[config.mk]
export PLATFORM = sky130hd
export DESIGN_NAME = fetch_sequencer
export DESIGN_NICKNAME = d
export VERILOG_FILES = /design/src/rtl/fetch_sequencer.sv
export SDC_FILE = /design/constraint.sdc
export NUM_CORES = 1
export LEC_CHECK = 0
export CAP_MARGIN = 20
export CORE_MARGIN = 8
export CORE_UTILIZATION = 45
export CTS_BUF_LIST = sky130_fd_sc_hd__clkbuf_16
export CTS_CLUSTER_DIAMETER = 40
export CTS_CLUSTER_SIZE = 24
export DETAILED_ROUTE_END_ITERATION = 10
export GPL_TIMING_DRIVEN = 0
export PLACE_DENSITY_LB_ADDON = 0.2
export SYNTH_ARGS = -nofsm -noshare
export SYNTH_HDL_FRONTEND = slang
export SYNTH_SLANG_ARGS = --single-unit
[constraint.sdc]
create_clock -name clk -period 15.1 [get_ports clk]
set_input_delay 3.02 -clock clk [delete_from_list [all_inputs] [get_ports clk]]
set_output_delay 3.02 -clock clk [all_outputs]
set_load 0.01 [all_outputs]
[src/rtl/fetch_sequencer.sv]
// Instruction fetch sequencer: issues single-outstanding memory reads and
// buffers returned words in a small prefetch FIFO for the core.
module fetch_sequencer #(
  parameter int unsigned          WORD_SIZE = 32,
  parameter int unsigned          DEPTH     = 4,
  parameter logic [WORD_SIZE-1:0] RESET_PC  = '0
) (
  input  logic                 clk,
  input  logic                 rst,
  input  logic                 start,
  input  logic                 halt,
  input  logic                 redirect_valid,
  input  logic [WORD_SIZE-1:0] redirect_pc,
  output logic                 mem_req,
  output logic [WORD_SIZE-1:0] mem_addr,
  input  logic                 mem_ack,
  input  logic [WORD_SIZE-1:0] mem_rdata,
  output logic                 ins_valid,
  output logic [WORD_SIZE-1:0] ins_data,
  output logic [WORD_SIZE-1:0] ins_pc,
  input  logic                 ins_ready,
  output logic                 busy
);

  localparam int unsigned PW = $clog2(DEPTH);
  localparam int unsigned CW = PW + 1;

  typedef enum logic [1:0] {IDLE, FETCH, DRAIN} state_t;

  state_t               state_q, state_d;
  logic [WORD_SIZE-1:0] fetch_pc_q, fetch_pc_d;
  logic [WORD_SIZE-1:0] mem_addr_q, mem_addr_d;
  logic                 mem_req_q, mem_req_d;
  logic                 busy_q;
  logic [PW-1:0]        wr_ptr_q, wr_ptr_d, rd_ptr_q, rd_ptr_d;
  logic [CW-1:0]        count_q, count_d;
  logic [WORD_SIZE-1:0] data_q [DEPTH];
  logic [WORD_SIZE-1:0] pc_q   [DEPTH];

  logic ack_v, outstanding, push, pop, flush, issue;

  always_comb begin
    ack_v       = mem_ack && mem_req_q;
    outstanding = mem_req_q && !mem_ack;
    ins_valid   = (count_q != '0) && !redirect_valid;
    pop         = ins_valid && ins_ready;
    push        = ack_v && !redirect_valid && (state_q == FETCH);
    flush       = redirect_valid && (state_q != IDLE);

    state_d    = state_q;
    fetch_pc_d = fetch_pc_q;
    case (state_q)
      IDLE: begin
        if (redirect_valid)   fetch_pc_d = redirect_pc;
        else if (start)       state_d = FETCH;
      end
      FETCH: begin
        if (redirect_valid) begin
          fetch_pc_d = redirect_pc;
          state_d    = outstanding ? DRAIN : FETCH;
        end else begin
          if (push)                 fetch_pc_d = fetch_pc_q + 1'b1;
          if (halt && !outstanding) state_d = IDLE;
        end
      end
      DRAIN: begin
        if (redirect_valid) fetch_pc_d = redirect_pc;
        if (!outstanding)   state_d = FETCH;
      end
      default: state_d = IDLE;
    endcase

    if (flush) begin
      count_d  = '0;
      wr_ptr_d = '0;
      rd_ptr_d = '0;
    end else begin
      count_d  = count_q + CW'(push) - CW'(pop);
      wr_ptr_d = wr_ptr_q + PW'(push);
      rd_ptr_d = rd_ptr_q + PW'(pop);
    end

    // Issue decision uses post-update occupancy so a request can follow an ack or a pop directly.
    issue      = (state_d == FETCH) && !outstanding && !halt && (count_d < CW'(DEPTH));
    mem_req_d  = outstanding || issue;
    mem_addr_d = issue ? fetch_pc_d : mem_addr_q;
  end

  always_ff @(posedge clk or posedge rst) begin
    if (rst) begin
      state_q    <= IDLE;
      fetch_pc_q <= RESET_PC;
      mem_addr_q <= RESET_PC;
      mem_req_q  <= 1'b0;
      busy_q     <= 1'b0;
      wr_ptr_q   <= '0;
      rd_ptr_q   <= '0;
      count_q    <= '0;
      for (int unsigned i = 0; i < DEPTH; i++) begin
        data_q[i] <= '0;
        pc_q[i]   <= '0;
      end
    end else begin
      state_q    <= state_d;
      fetch_pc_q <= fetch_pc_d;
      mem_addr_q <= mem_addr_d;
      mem_req_q  <= mem_req_d;
      busy_q     <= (state_d != IDLE);
      wr_ptr_q   <= wr_ptr_d;
      rd_ptr_q   <= rd_ptr_d;
      count_q    <= count_d;
      if (push) begin
        data_q[wr_ptr_q] <= mem_rdata;
        pc_q[wr_ptr_q]   <= fetch_pc_q;
      end
    end
  end

  assign mem_req  = mem_req_q;
  assign mem_addr = mem_addr_q;
  assign busy     = busy_q;
  assign ins_data = data_q[rd_ptr_q];
  assign ins_pc   = pc_q[rd_ptr_q];

endmodule

[After elaboration in Yosys (flattened, before gate mapping)]
Index checks and enable logic that the tools add are counted.
Word-level totals
  bits in registers: 331
Operators by class
  bitwise gates (word level): 2
  reductions and logical operators: 22
  magnitude comparators: 4
  equality and inequality tests: 3
  $add $sub $neg: 5
  multiplexer cells: 24
Operators with widths (number)
  128-bit bitwise mux: 2
  32-bit 2-to-1 mux: 8
  32-bit binary-select mux with 2-bit select: 2
  32-bit demux with 2-bit select: 1
  32-bit case mux with 2 select lines: 1
  32-bit by 1-bit adder with 32-bit output, second input constant: 1
  2-bit 2-to-1 mux: 8
  1-bit logical AND: 12
  3-bit >= comparator, second input constant: 2
  2-bit NOT with 3-bit output: 2
  2-bit case mux with 3 select lines: 1
  2-bit by 1-bit adder with 2-bit output: 2
  2-bit by 1-bit equality test with 1-bit output, second input constant: 2
  1-bit zero test: 4
  2-bit nonzero test: 2
  3-bit by 1-bit adder with 3-bit output: 1
  3-bit by 1-bit less-than comparator with 1-bit output, second input constant: 1
  3-bit less-than comparator, second input constant: 1
  3-bit 2-to-1 mux: 1
  3-bit nonzero test: 1
  3-bit by 1-bit subtractor with 3-bit output: 1
  2-bit equality test, second input constant: 1
  2-bit zero test: 1
  2-bit OR reduction: 1
  1-bit logical OR: 1

[Depth between registers and ports, before layout]
Gate-level depths: netlist of run 1.
  depth after elaboration: 12
  mapped depth: 17

[Least setup slack after synthesis of run 1]
No wires, ideal clock.
  kind: input -> output
  start point: input port redirect_valid
  end point: output port ins_valid
  arrival: 3795 ps
  stages: 4
  setup slack: 8285 ps
  cells stage by stage: clkbuf_1 -> buf_2 -> clkbuf_1 -> nor2_1
On the way
  word-level cells in the longest chain between the ends: 2
Ends and longest elaborated chain
  start, declared: line 12  | input logic redirect_valid,
  1-bit zero test: line 45  | ins_valid = (count_q != '0) && !redirect_valid;
  1-bit logical AND: line 45
  end, declared: line 18  | output logic ins_valid,
No other way between the ends.

[Worst setup path after layout of run 1]
Same ends and word-level chain as after synthesis.

==> results of run 1 <==
==> cell usage in the layout (no fill, tap or decap), drive strengths merged, types with 8 or more instances in the layout <==
cell type	n
nor3	18
nand2	47
nor2	41
inv	25
clkbuf	84
buf	43
clkdlybuf4s50	168
nand4	8
nand3	12
mux4	64
o21ai	23
mux2	273
clkinv	10
clkinvlp	8
a21oi	16
and3	8
dfrtp	331
==> stage by stage <==
stage	setup slack, ps	std cells
final	7361	1745
after detailed placement	7402	1664
after global placement	-1180	1659
after floorplan	2912	1049
after global routing	7263	1745
after CTS	7389	1745
==> critical path, delay by kind of cell <==
kind / cells / cell delay, ps
buf+inv: 4 / 1570
simple gates: 1 / 130
==> registers in the layout, indices dropped and copies added, names as in the netlist <==
register	count
data_q	128
pc_q	128
fetch_pc_q	32
mem_addr	32
count_q	3
rd_ptr_q	2
state_q	2
wr_ptr_q	2
busy	1
mem_req	1
==> metal layers <==
| layer | up-vias | wire, µm | track usage (%) |
|---|---|---|---|
| met3 | 57 | 2389 | 4.312 |
| met1 | 5034 | 17070 | 27.65 |
| met2 | 279 | 17950 | 30.98 |
| li1 | 4358 | - | - |
| met4 | 0 | 695 | 4.591 |
| met5 | - | 0 | 0 |
==> cell type report <==
type,count,area (µm²)
clock buffers,47,1176
inverters,14,60.06
multi-input cells,629,6276
clock inverters,34,339.1
plain buffers,75,315.3
well taps,442,553.0
repair buffers,173,1767
fillers,2657,13850
flip-flops and latches,331,8283
==> Yosys cell counts (all sizes together), types with 3 or more instances <==
library cell | instances | area share, %
mux2 | 273 | 21
and2 | 6 | 0.25
a22oi | 5 | 0.25
a21boi | 4 | 0.20
o22ai | 5 | 0.21
nand3 | 12 | 0.40
and3 | 8 | 0.34
a31oi | 7 | 0.29
a22o | 5 | 0.29
a311oi | 4 | 0.23
inv | 14 | 0.35
nor3b | 6 | 0.30
mux2i | 6 | 0.40
nor2b | 6 | 0.25
nand2 | 47 | 1.2
or4 | 6 | 0.35
buf | 38 | 1.2
dfrtp | 331 | 55
nand4 | 8 | 0.34
a21o | 3 | 0.15
mux4 | 64 | 9.7
a21oi | 16 | 0.54
xnor2 | 3 | 0.18
o21ai | 23 | 0.77
ha | 5 | 0.42
nor4 | 7 | 0.29
o31ai | 5 | 0.25
nor2 | 41 | 1.0
nor3 | 18 | 0.64
clkbuf | 37 | 0.93
==> cell families after synthesis <==
group	count (synthesis)	synth area share [%]
adders and majority gates	6	0.5532
and+or+nand+nor	175	5.893
buffers and inverters	89	2.464
AOI/OAI and AO/OA	100	4.627
muxes	343	30.68
xor gates and xnor gates	5	0.2934
DFF	331	55.49
==> worst paths after layout <==
path                            slack [ps]           start      endpoint
worst max register to register       10130      state_q[1]  mem_addr[20]
min in group asynchronous             3100             rst    data_q[26]
worst min register to register         470        pc_q[25]      pc_q[25]
max in group asynchronous            10930             rst      pc_q[54]
worst max-delay path                  7360  redirect_valid     ins_valid
worst min-delay path                   470        pc_q[25]      pc_q[25]
==> where the power goes <==
part,switching (µW),internal [µW],leakage (µW)
Combinational,443,573,0.00329
Clock,402,655,0.000738
Sequential,118,1080,0.00438
Total,964,2310,0.00840
==> load_flow_metrics.sql, run 1 <==
INSERT INTO impl_metrics (metric_group, metric, value, unit) VALUES
('critical_path', 'critical-path-slowest-cell', 'clkdlybuf4s50_1', ''),
('die', 'die-height', '198.1', 'µm'),
('global_route', 'grt_first_pass_wirelength', '60.38', 'mm'),
('sta', 'report.final.slew_viol_count', '0', ''),
('place', 'dp_hpwl', '26.46', 'mm'),
('die', 'overall_die_area', '39260', 'µm²'),
('yosys', 'asyncSetResetFlopFracSynth', '100.0', '%'),
('yosys', 'synth_warnings', '0', ''),
('place', 'detailed_place.area', '17250', 'µm²'),
('global_route', 'grt_remaining_overflow', '0', ''),
('clock_tree', 'clock_latency', '540', 'ps'),
('power_and_ir_drop', 'power', '3273', 'µW'),
('sta', 'timing.hold.ws', '474.6', 'ps'),
('yosys', 'library_cells_used_by_synthesis', '63', ''),
('global_route', 'initial_antenna_violation_count', '0', ''),
('yosys', 'yosysSeqAreaShare', '55.49', '%'),
('route', 'dr_total_vias', '9728', ''),
('critical_path', 'timing.critical_path.mode_cell', 'clkbuf_1', ''),
('critical_path', 'critical_path_peak_fanout', '10', ''),
('sta', 'transition_time_at_the_pin_with_the_least_slew_margin', '1137', 'ps'),
('clock_tree', 'clk_pin_slew_worst_paths', '50', 'ps'),
('clock_tree', 'ctsHtreeMaxLevel', '2', ''),
('clock_tree', 'post_cts_hold_buffer_count', '0', ''),
('power_and_ir_drop', 'vdd.ir_drop.worst', '0.09249', 'mV'),
('route', 'detail-route-antenna-nets', '0', ''),
('yosys', 'synth-edff-count', '0', ''),
('outcome', 'status', 'complete, no violations', ''),
('cells_and_area', 'synthToLayoutAreaGrowth', '25.74', '%'),
('die', 'io_pins', '170', ''),
('yosys', 'ys_ff_latch', '331', ''),
('clock_tree', 'cts.sink_count', '331', ''),
('critical_path', 'timing.critical_path.from_type', 'input port', ''),
('cells_and_area', 'n_antenna_cell', '0', ''),
('die', 'std_cell_rows', '66', ''),
('global_route', 'grt_usage', '19.69', '%'),
('power_and_ir_drop', 'p_per_area', '174.4', 'nW/µm²'),
('die', 'placeable_core_area', '32620', 'µm²'),
('route', 'drtIter0Drc', '624', ''),
('job', 'maxCapViolations', '0', ''),
('clock_tree', 'clock_buffer_count_from_cts', '45', ''),
('sta', 'slew_headroom', '23.47', '%'),
('sta', 'period_needed', '7739', 'ps'),
('route', 'detail_route.first_pass.iterations', '6', ''),
('clock_tree', 'cts.path.max_buffers', '3', ''),
('critical_path', 'cp_data_required_time', '12080', 'ps'),
('clock_tree', 'postCtsSetupBuffers', '0', ''),
('cells_and_area', 'nets', '1346', ''),
('critical_path', 'critical_path_arrival', '4720', 'ps'),
('cells_and_area', 'final_core_util', '57.54', '%'),
('route', 'finalWirelength', '38.11', 'mm'),
('cells_and_area', 'final_cell_area', '18770', 'µm²'),
('cells_and_area', 'drive_above_1_share', '34.15', '%'),
('critical_path', 'timing.critical_path.to_type', 'primary output', ''),
('die', 'start_util', '45.76', '%'),
('sta', 'totalNegativeSetupSlack', '0', 'ps'),
('clock_tree', 'cts_root_buffer', 'clkbuf_16', ''),
('critical_path', 'cp_cell_sequence', 'clkbuf_1, buf_2, clkbuf_1, nor2_1, clkdlybuf4s50_1', ''),
('sta', 'unrepaired_setup_endpoints_after_global_routing', 'false', ''),
('critical_path', 'largest_stage_delay_on_the_critical_path', '570', 'ps'),
('die', 'dieWidth', '198.1', 'µm'),
('yosys', 'synth-main-ff-cell', 'dfrtp_1', ''),
('global_route', 'grt_start_max_net_pins', '125', ''),
('hold_path', 'hold_path_class', 'register to register', ''),
('critical_path', 'worstRegToRegCells', '16', ''),
('sta', 'final_hold_viol_count', '0', ''),
('clock_tree', 'tritoncts', 'yes', ''),
('route', 'drc_errors', '0', ''),
('yosys', 'syn-num-nets', '1126', ''),
('route', 'wire_length_per_cell_after_detailed_routing', '21.84', 'µm'),
('hold_path', 'worstHoldPathCells', '2', ''),
('yosys', 'netlist_instances', '1049', ''),
('route', 'via_per_inst', '5.575', ''),
('sta', 'fmax', '129.2', 'MHz'),
('critical_path', 'path_class', 'input port to primary output', ''),
('place', 'gp_routability_congestion', '0.8636', ''),
('global_route', 'number_of_global_route_vias_before_repair', '10124', ''),
('clock_tree', 'cts_repair_resize_count', '0', ''),
('sta', 'setup-violations-final', '0', ''),
('sta', 'min_period_over_period', '51.25', '%'),
('yosys', 'syn_avg_cell_area', '14.23', 'µm²'),
('sta', 'clock-skew-final', '20.64', 'ps'),
('place', 'place.port_buffers', '168', ''),
('yosys', 'syn-cell-area', '14930', 'µm²'),
('power_and_ir_drop', 'leakagePower', '0.008401', 'µW');
Power figures use the tool's default switching activity.
==> run 2: changes to the inputs <==
clock period = 6.65 ns   (was 15.1 ns; I/O delays follow)
==> load_flow_metrics.sql, run 2 (synthesized netlist as in run 1, its figures left out) <==
INSERT INTO impl_metrics (metric_group, metric, value, unit) VALUES
('sta', 'fmax', '183.2', 'MHz'),
('power_and_ir_drop', 'clock_power_share', '34.9', '%'),
('global_route', 'initial_antenna_violation_count', '1', ''),
('cells_and_area', 'final_core_util', '58.58', '%'),
('clock_tree', 'cts_repair_resize_count', '0', ''),
('power_and_ir_drop', 'comb_pwr_share', '29.9', '%'),
('power_and_ir_drop', 'seq_power_share', '35.2', '%'),
('sta', 'report.final.slew_viol_count', '0', ''),
('hold_path', 'hold_crit_start', 'pc_q[20]', ''),
('clock_tree', 'cts.sink_count', '331', ''),
('global_route', 'grtUsageMet2', '31.83', '%'),
('clock_tree', 'clk_pin_slew_worst_paths', '50', 'ps'),
('die', 'die-height', '198.1', 'µm'),
('route', 'drtIter0Drc', '632', ''),
('clock_tree', 'postCtsSetupBuffers', '0', ''),
('critical_path', 'worst_r2r_startpoint', 'state_q[1]', ''),
('power_and_ir_drop', 'p_per_area', '405.3', 'nW/µm²'),
('cells_and_area', 'final.fill_count', '2642', ''),
('cells_and_area', 'final_cell_area', '19110', 'µm²'),
('route', 'finalWirelength', '38.72', 'mm'),
('die', 'io_pins', '170', ''),
('global_route', 'grt-busiest-layer', 'met2', ''),
('global_route', 'grt_remaining_overflow', '0', ''),
('route', 'wire_length_per_cell_after_detailed_routing', '21.97', 'µm'),
('power_and_ir_drop', 'sw_frac_of_total', '28.85', '%'),
('clock_tree', 'tritoncts', 'yes', ''),
('sta', 'timing.hold.ws', '488.9', 'ps'),
('clock_tree', 'clock_latency', '560', 'ps'),
('clock_tree', 'cts_root_buffer', 'clkbuf_16', ''),
('place', 'placed_cells_incl_taps', '1671', ''),
('die', 'dieWidth', '198.1', 'µm'),
('hold_path', 'hold_path_class', 'register to register', ''),
('critical_path', 'path_delay_family', 'buffers and inverters', ''),
('die', 'placeable_core_area', '32620', 'µm²'),
('job', 'maxCapViolations', '0', ''),
('sta', 'period_needed', '5457', 'ps'),
('cells_and_area', 'mostFrequentLayoutCells', 'dfrtp_1 (331), mux2_2 (272), clkdlybuf4s50_1 (168)', ''),
('place', 'gp_routability_congestion', '0.8675', ''),
('die', 'start_util', '45.76', '%'),
('die', 'std_cell_rows', '66', ''),
('critical_path', 'path_class', 'input port to register', ''),
('critical_path', 'cp_data_required_time', '7090', 'ps'),
('sta', 'final_hold_viol_count', '0', ''),
('route', 'drc_errors', '0', ''),
('critical_path', 'largest_stage_delay_on_the_critical_path', '740', 'ps'),
('global_route', 'grt_usage', '20.05', '%'),
('clock_tree', 'clock_buffer_count_from_cts', '49', ''),
('power_and_ir_drop', 'leakagePower', '0.008580', 'µW'),
('sta', 'unrepaired_setup_endpoints_after_global_routing', 'false', ''),
('cells_and_area', 'nets', '1358', ''),
('critical_path', 'critical_path_peak_fanout', '10', ''),
('sta', 'slew_headroom', '25.80', '%'),
('critical_path', 'timing.critical_path.to_type', 'register', ''),
('global_route', 'grt.met1_usage', '27.61', '%'),
('cells_and_area', 'largest_registers', 'data_q: 128 flops, pc_q: 128 flops', ''),
('sta', 'transition_time_at_the_pin_with_the_least_slew_margin', '1109', 'ps'),
('route', 'detail_route.first_pass.iterations', '5', ''),
('route', 'detail-route-antenna-nets', '0', ''),
('outcome', 'status', 'complete, no violations', ''),
('critical_path', 'cp_cell_sequence', 'clkbuf_1, buf_2, clkbuf_1, nor2_1, and2_1, ha_1, inv_1, ha_1, inv_1, fa_1, xor2_1, xnor2_1, nor2_1, nor4_1, clkbuf_1, mux2_2', ''),
('place', 'detailed_place.area', '17370', 'µm²'),
('place', 'dp_hpwl', '26.93', 'mm'),
('global_route', 'use_met3', '4.160', '%'),
('clock_tree', 'cts.path.max_buffers', '3', ''),
('route', 'dr_total_vias', '9848', ''),
('critical_path', 'critical_path_arrival', '5900', 'ps'),
('sta', 'clock-skew-final', '29.50', 'ps'),
('cells_and_area', 'final_common_cell', 'dfrtp_1', ''),
('power_and_ir_drop', 'p_int', '5510', 'µW'),
('die', 'overall_die_area', '39260', 'µm²'),
('global_route', 'grt_start_max_net_pins', '43', ''),
('power_and_ir_drop', 'power', '7744', 'µW'),
('place', 'place.port_buffers', '168', ''),
('global_route', 'number_of_global_route_vias_before_repair', '10303', ''),
('clock_tree', 'ctsHtreeMaxLevel', '2', ''),
('cells_and_area', 'instances_no_fill', '1762', ''),
('sta', 'min_period_over_period', '82.06', '%'),
('critical_path', 'timing.critical_path.from_type', 'input port', ''),
('critical_path', 'timing.critical_path.mode_cell', 'clkbuf_1', ''),
('clock_tree', 'post_cts_hold_buffer_count', '0', ''),
('critical_path', 'critical-path-slowest-cell', 'nor4_1', ''),
('critical_path', 'total_buffers_and_inverters_traversed_by_the_critical_path', '6', ''),
('route', 'via_per_inst', '5.589', ''),
('sta', 'setup-violations-final', '0', ''),
('power_and_ir_drop', 'power_switching', '2234', 'µW'),
('cells_and_area', 'drive_above_1_share', '35.18', '%'),
('global_route', 'grt_first_pass_wirelength', '61.16', 'mm'),
('cells_and_area', 'synthToLayoutAreaGrowth', '28.01', '%'),
('critical_path', 'crit_path_start', 'redirect_valid', ''),
('power_and_ir_drop', 'vdd.ir_drop.worst', '0.2934', 'mV');
[run 2: cell types whose count changed in the layout (fill, tap and decap cells not counted), moves of 3 or more]
| cell | previous run | this run |
|---|---|---|
| buf_12 | 0 | 9 |
| bufinv_16 | 5 | 9 |
| clkbuf_16 | 47 | 51 |
| clkinv_2 | 4 | 12 |
| clkinvlp_4 | 8 | 4 |
| inv_1 | 18 | 15 |
[run 2: power groups by stage]
stage | Sequential [µW] | Clock [µW] | Combinational (µW)
after floorplan | 2720 | 0 | 1290
after global placement | 2750 | 0 | 2310
after detailed placement | 2760 | 0 | 2350
after CTS | 2730 | 2760 | 2360
after global routing | 2790 | 2850 | 2490
final | 2730 | 2700 | 2320
[run 2: final timing paths]
check                                    to  slack, ps  depth (start not counted)
worst max-delay path            mem_addr[9]       1190                         16
worst min-delay path               pc_q[20]        490                          2
worst max register to register  mem_addr[9]       1780                         16
worst min register to register     pc_q[20]        490                          2
max in group asynchronous          pc_q[82]       4120                          6
min in group asynchronous       data_q[116]       1190                          2
[run 2: worst register-to-register path, stage by stage (launching register included)]
cell and delay [ps]:
dfrtp_1 370, buf_6 130, or3b_1 360, buf_2 160
nor2_2 310, inv_1 210, ha_1 340, inv_1 70
ha_1 160, inv_1 50, fa_1 370, xor2_1 180
xnor2_1 140, nor2_1 90, nor4_1 740, clkbuf_1 670
mux2_2 410
[run 2: through the flow]
| stage | setup slack, ps | setup TNS (ps) |
|---|---|---|
| final | 1193 | 0 |
| after global routing | 923.6 | 0 |
| after CTS | 1245 | 0 |
| after detailed placement | 696.5 | 0 |
| after global placement | -1437 | -465960 |
| after floorplan | 899.3 | 0 |
[run 2: layout make-up]
type / instances / area, µm² / share of cell area, %
Multi-Input combinational cell: 629 / 6276 / 32.85
Clock buffer: 51 / 1276 / 6.679
Sequential cell: 331 / 8283 / 43.35
Clock inverter: 38 / 450.4 / 2.357
Timing Repair Buffer: 181 / 1894 / 9.914
Buffer: 75 / 315.3 / 1.650
Tap cell: 442 / 553.0 / 2.894
Antenna cell: 1 / 2.502 / 0.01310
Inverter: 14 / 56.30 / 0.2947
[run 2: metal layers]
layer	vias up	routed length, µm
li1	4387	-
met3	70	2501
met1	5069	17070
met5	-	0
met2	322	18300
met4	0	840
==> run 3: changes to the inputs <==
clock period = 4.7 ns   (was 6.65 ns; I/O delays follow)
==> load_flow_metrics.sql, run 3 (synthesized netlist as in run 1, its figures left out) <==
INSERT INTO impl_metrics (metric_group, metric, value, unit) VALUES
('outcome', 'status', 'complete, no violations', ''),
('place', 'detailed_place.area', '17370', 'µm²'),
('place', 'dp_hpwl', '26.93', 'mm'),
('cells_and_area', 'largest_registers', 'data_q: 128 flops, pc_q: 128 flops', ''),
('cells_and_area', 'synthToLayoutAreaGrowth', '28.11', '%'),
('global_route', 'number_of_global_route_vias_before_repair', '10301', ''),
('die', 'std_cell_rows', '66', ''),
('critical_path', 'critical_path_peak_fanout', '10', ''),
('die', 'overall_die_area', '39260', 'µm²'),
('clock_tree', 'cts.path.max_buffers', '3', ''),
('sta', 'period_needed', '4442', 'ps'),
('critical_path', 'worstRegToRegCells', '16', ''),
('cells_and_area', 'sequential_cell_area', '8283', 'µm²'),
('critical_path', 'reg2reg_slack', '520', 'ps'),
('power_and_ir_drop', 'seq_power_share', '35.2', '%'),
('power_and_ir_drop', 'power_switching', '3171', 'µW'),
('global_route', 'grt_start_max_net_pins', '43', ''),
('sta', 'clock-skew-final', '29.79', 'ps'),
('critical_path', 'timing.critical_path.from_type', 'register', ''),
('power_and_ir_drop', 'leakagePower', '0.008594', 'µW'),
('critical_path', 'timing.critical_path.to_type', 'primary output', ''),
('critical_path', 'timing.rr.end', 'mem_addr[9]', ''),
('hold_path', 'hold_path_class', 'register to register', ''),
('cells_and_area', 'drive_above_1_share', '35.58', '%'),
('clock_tree', 'clk_pin_slew_worst_paths', '60', 'ps'),
('cells_and_area', 'final_common_cell', 'dfrtp_1', ''),
('cells_and_area', 'instances_no_fill', '1761', ''),
('cells_and_area', 'nets', '1357', ''),
('route', 'detail-route-antenna-nets', '0', ''),
('clock_tree', 'tritoncts', 'yes', ''),
('route', 'dr_total_vias', '9917', ''),
('cells_and_area', 'final_cell_area', '19120', 'µm²'),
('sta', 'report.final.slew_viol_count', '0', ''),
('cells_and_area', 'mostFrequentLayoutCells', 'dfrtp_1 (331), mux2_2 (272), clkdlybuf4s50_1 (168)', ''),
('place', 'gp_routability_congestion', '0.8675', ''),
('route', 'via_per_inst', '5.631', ''),
('clock_tree', 'cts.sink_count', '331', ''),
('clock_tree', 'clock_buffer_count_from_cts', '49', ''),
('die', 'start_util', '45.76', '%'),
('cells_and_area', 'final_core_util', '58.63', '%'),
('power_and_ir_drop', 'comb_pwr_share', '30.0', '%'),
('route', 'wire_length_per_cell_after_detailed_routing', '22.01', 'µm'),
('critical_path', 'cp_data_required_time', '3760', 'ps'),
('critical_path', 'path_class', 'register to primary output', ''),
('clock_tree', 'cts_repair_resize_count', '2', ''),
('sta', 'final_hold_viol_count', '0', ''),
('hold_path', 'worstHoldPathCells', '2', ''),
('clock_tree', 'postCtsSetupBuffers', '0', ''),
('clock_tree', 'clock_latency', '560', 'ps'),
('clock_tree', 'post_cts_hold_buffer_count', '0', ''),
('global_route', 'grt_remaining_overflow', '0', ''),
('hold_path', 'hold_path_end', 'pc_q[25]', ''),
('sta', 'transition_time_at_the_pin_with_the_least_slew_margin', '1068', 'ps'),
('global_route', 'grt_usage', '20.05', '%'),
('critical_path', 'critical_path_arrival', '3500', 'ps'),
('power_and_ir_drop', 'p_int', '7801', 'µW'),
('die', 'die-height', '198.1', 'µm'),
('sta', 'timing.hold.ws', '485.3', 'ps'),
('die', 'placeable_core_area', '32620', 'µm²'),
('power_and_ir_drop', 'vdd.ir_drop.worst', '0.4159', 'mV'),
('power_and_ir_drop', 'power', '10970', 'µW'),
('die', 'dieWidth', '198.1', 'µm'),
('place', 'placed_cells_incl_taps', '1671', ''),
('clock_tree', 'cts_root_buffer', 'clkbuf_16', ''),
('power_and_ir_drop', 'p_per_area', '573.7', 'nW/µm²'),
('power_and_ir_drop', 'sw_frac_of_total', '28.90', '%'),
('critical_path', 'worst_r2r_startpoint', 'state_q[1]', ''),
('sta', 'setup-violations-final', '0', ''),
('route', 'detail_route.first_pass.iterations', '7', ''),
('global_route', 'initial_antenna_violation_count', '1', ''),
('route', 'finalWirelength', '38.77', 'mm'),
('route', 'drc_errors', '0', ''),
('place', 'place.port_buffers', '168', ''),
('job', 'maxCapViolations', '0', ''),
('sta', 'unrepaired_setup_endpoints_after_global_routing', 'false', ''),
('global_route', 'grt_first_pass_wirelength', '61.16', 'mm'),
('route', 'drtIter0Drc', '649', ''),
('die', 'io_pins', '170', ''),
('hold_path', 'hold_crit_start', 'pc_q[25]', ''),
('sta', 'slew_headroom', '28.52', '%'),
('clock_tree', 'ctsHtreeMaxLevel', '2', ''),
('sta', 'fmax', '225.1', 'MHz'),
('sta', 'min_period_over_period', '94.51', '%'),
('cells_and_area', 'multiInputGateArea', '6291', 'µm²'),
('cells_and_area', 'final.fill_count', '2641', ''),
('power_and_ir_drop', 'clock_power_share', '34.8', '%');
run 3: changes by cell type in the layout (fill, tap and decap cells not counted), sizes merged:
cell / before / now
buf: 51 / 50
run 3: how the worst max path moves through the flow:
stage | start | endpoint
6_report | rd_ptr_q[0] | ins_pc[25]
3_3_place_gp | rst | pc_q[82]
5_1_grt | rd_ptr_q[0] | ins_data[15]
4_1_cts | redirect_valid | mem_addr[21]
2_1_floorplan | rst | busy
3_5_place_dp | redirect_valid | mem_addr[9]
run 3: power groups by stage:
| stage | clock, µW | sequential [µW] | combinational [µW] |
|---|---|---|---|
| 2_1_floorplan | 0 | 3850 | 1830 |
| 3_3_place_gp | 0 | 3880 | 3260 |
| 3_5_place_dp | 0 | 3900 | 3320 |
| 4_1_cts | 3900 | 3860 | 3350 |
| 5_1_grt | 4030 | 3950 | 3540 |
| 6_report | 3820 | 3860 | 3290 |
run 3: final cells by class:
| cell class | instances | area share [%] |
|---|---|---|
| clock inverters | 38 | 2.355 |
| plain buffers | 74 | 1.655 |
| diodes | 1 | 0.01309 |
| repair buffers | 181 | 9.906 |
| clock buffers | 51 | 6.674 |
| well taps | 442 | 2.892 |
| inverters | 14 | 0.2944 |
| multi-input cells | 629 | 32.90 |
| flip-flops and latches | 331 | 43.31 |
run 3: worst max-delay path, cell delays in order, from the launching register on:
cell,delay (ps)
dfrtp_1,350
clkbuf_1,700
buf_1,770
mux4_2,630
clkdlybuf4s50_1,500
run 3: metal layers:
layer / GRT usage, % / vias to the layer above / wire, µm
met1: 27.58 / 5132 / 16910
met5: 0 / - / 0
li1: - / 4386 / -
met4: 5.780 / 0 / 849
met3: 4.160 / 72 / 2663
met2: 31.87 / 327 / 18340
run 3: stage by stage:
step                setup TNS (ps)  worst slack, ps
floorplan                  -218680           -660.7
global placement           -999200            -2997
detailed placement          -19680           -863.5
CTS                              0            27.23
global route                     0            3.223
finish                           0            257.9
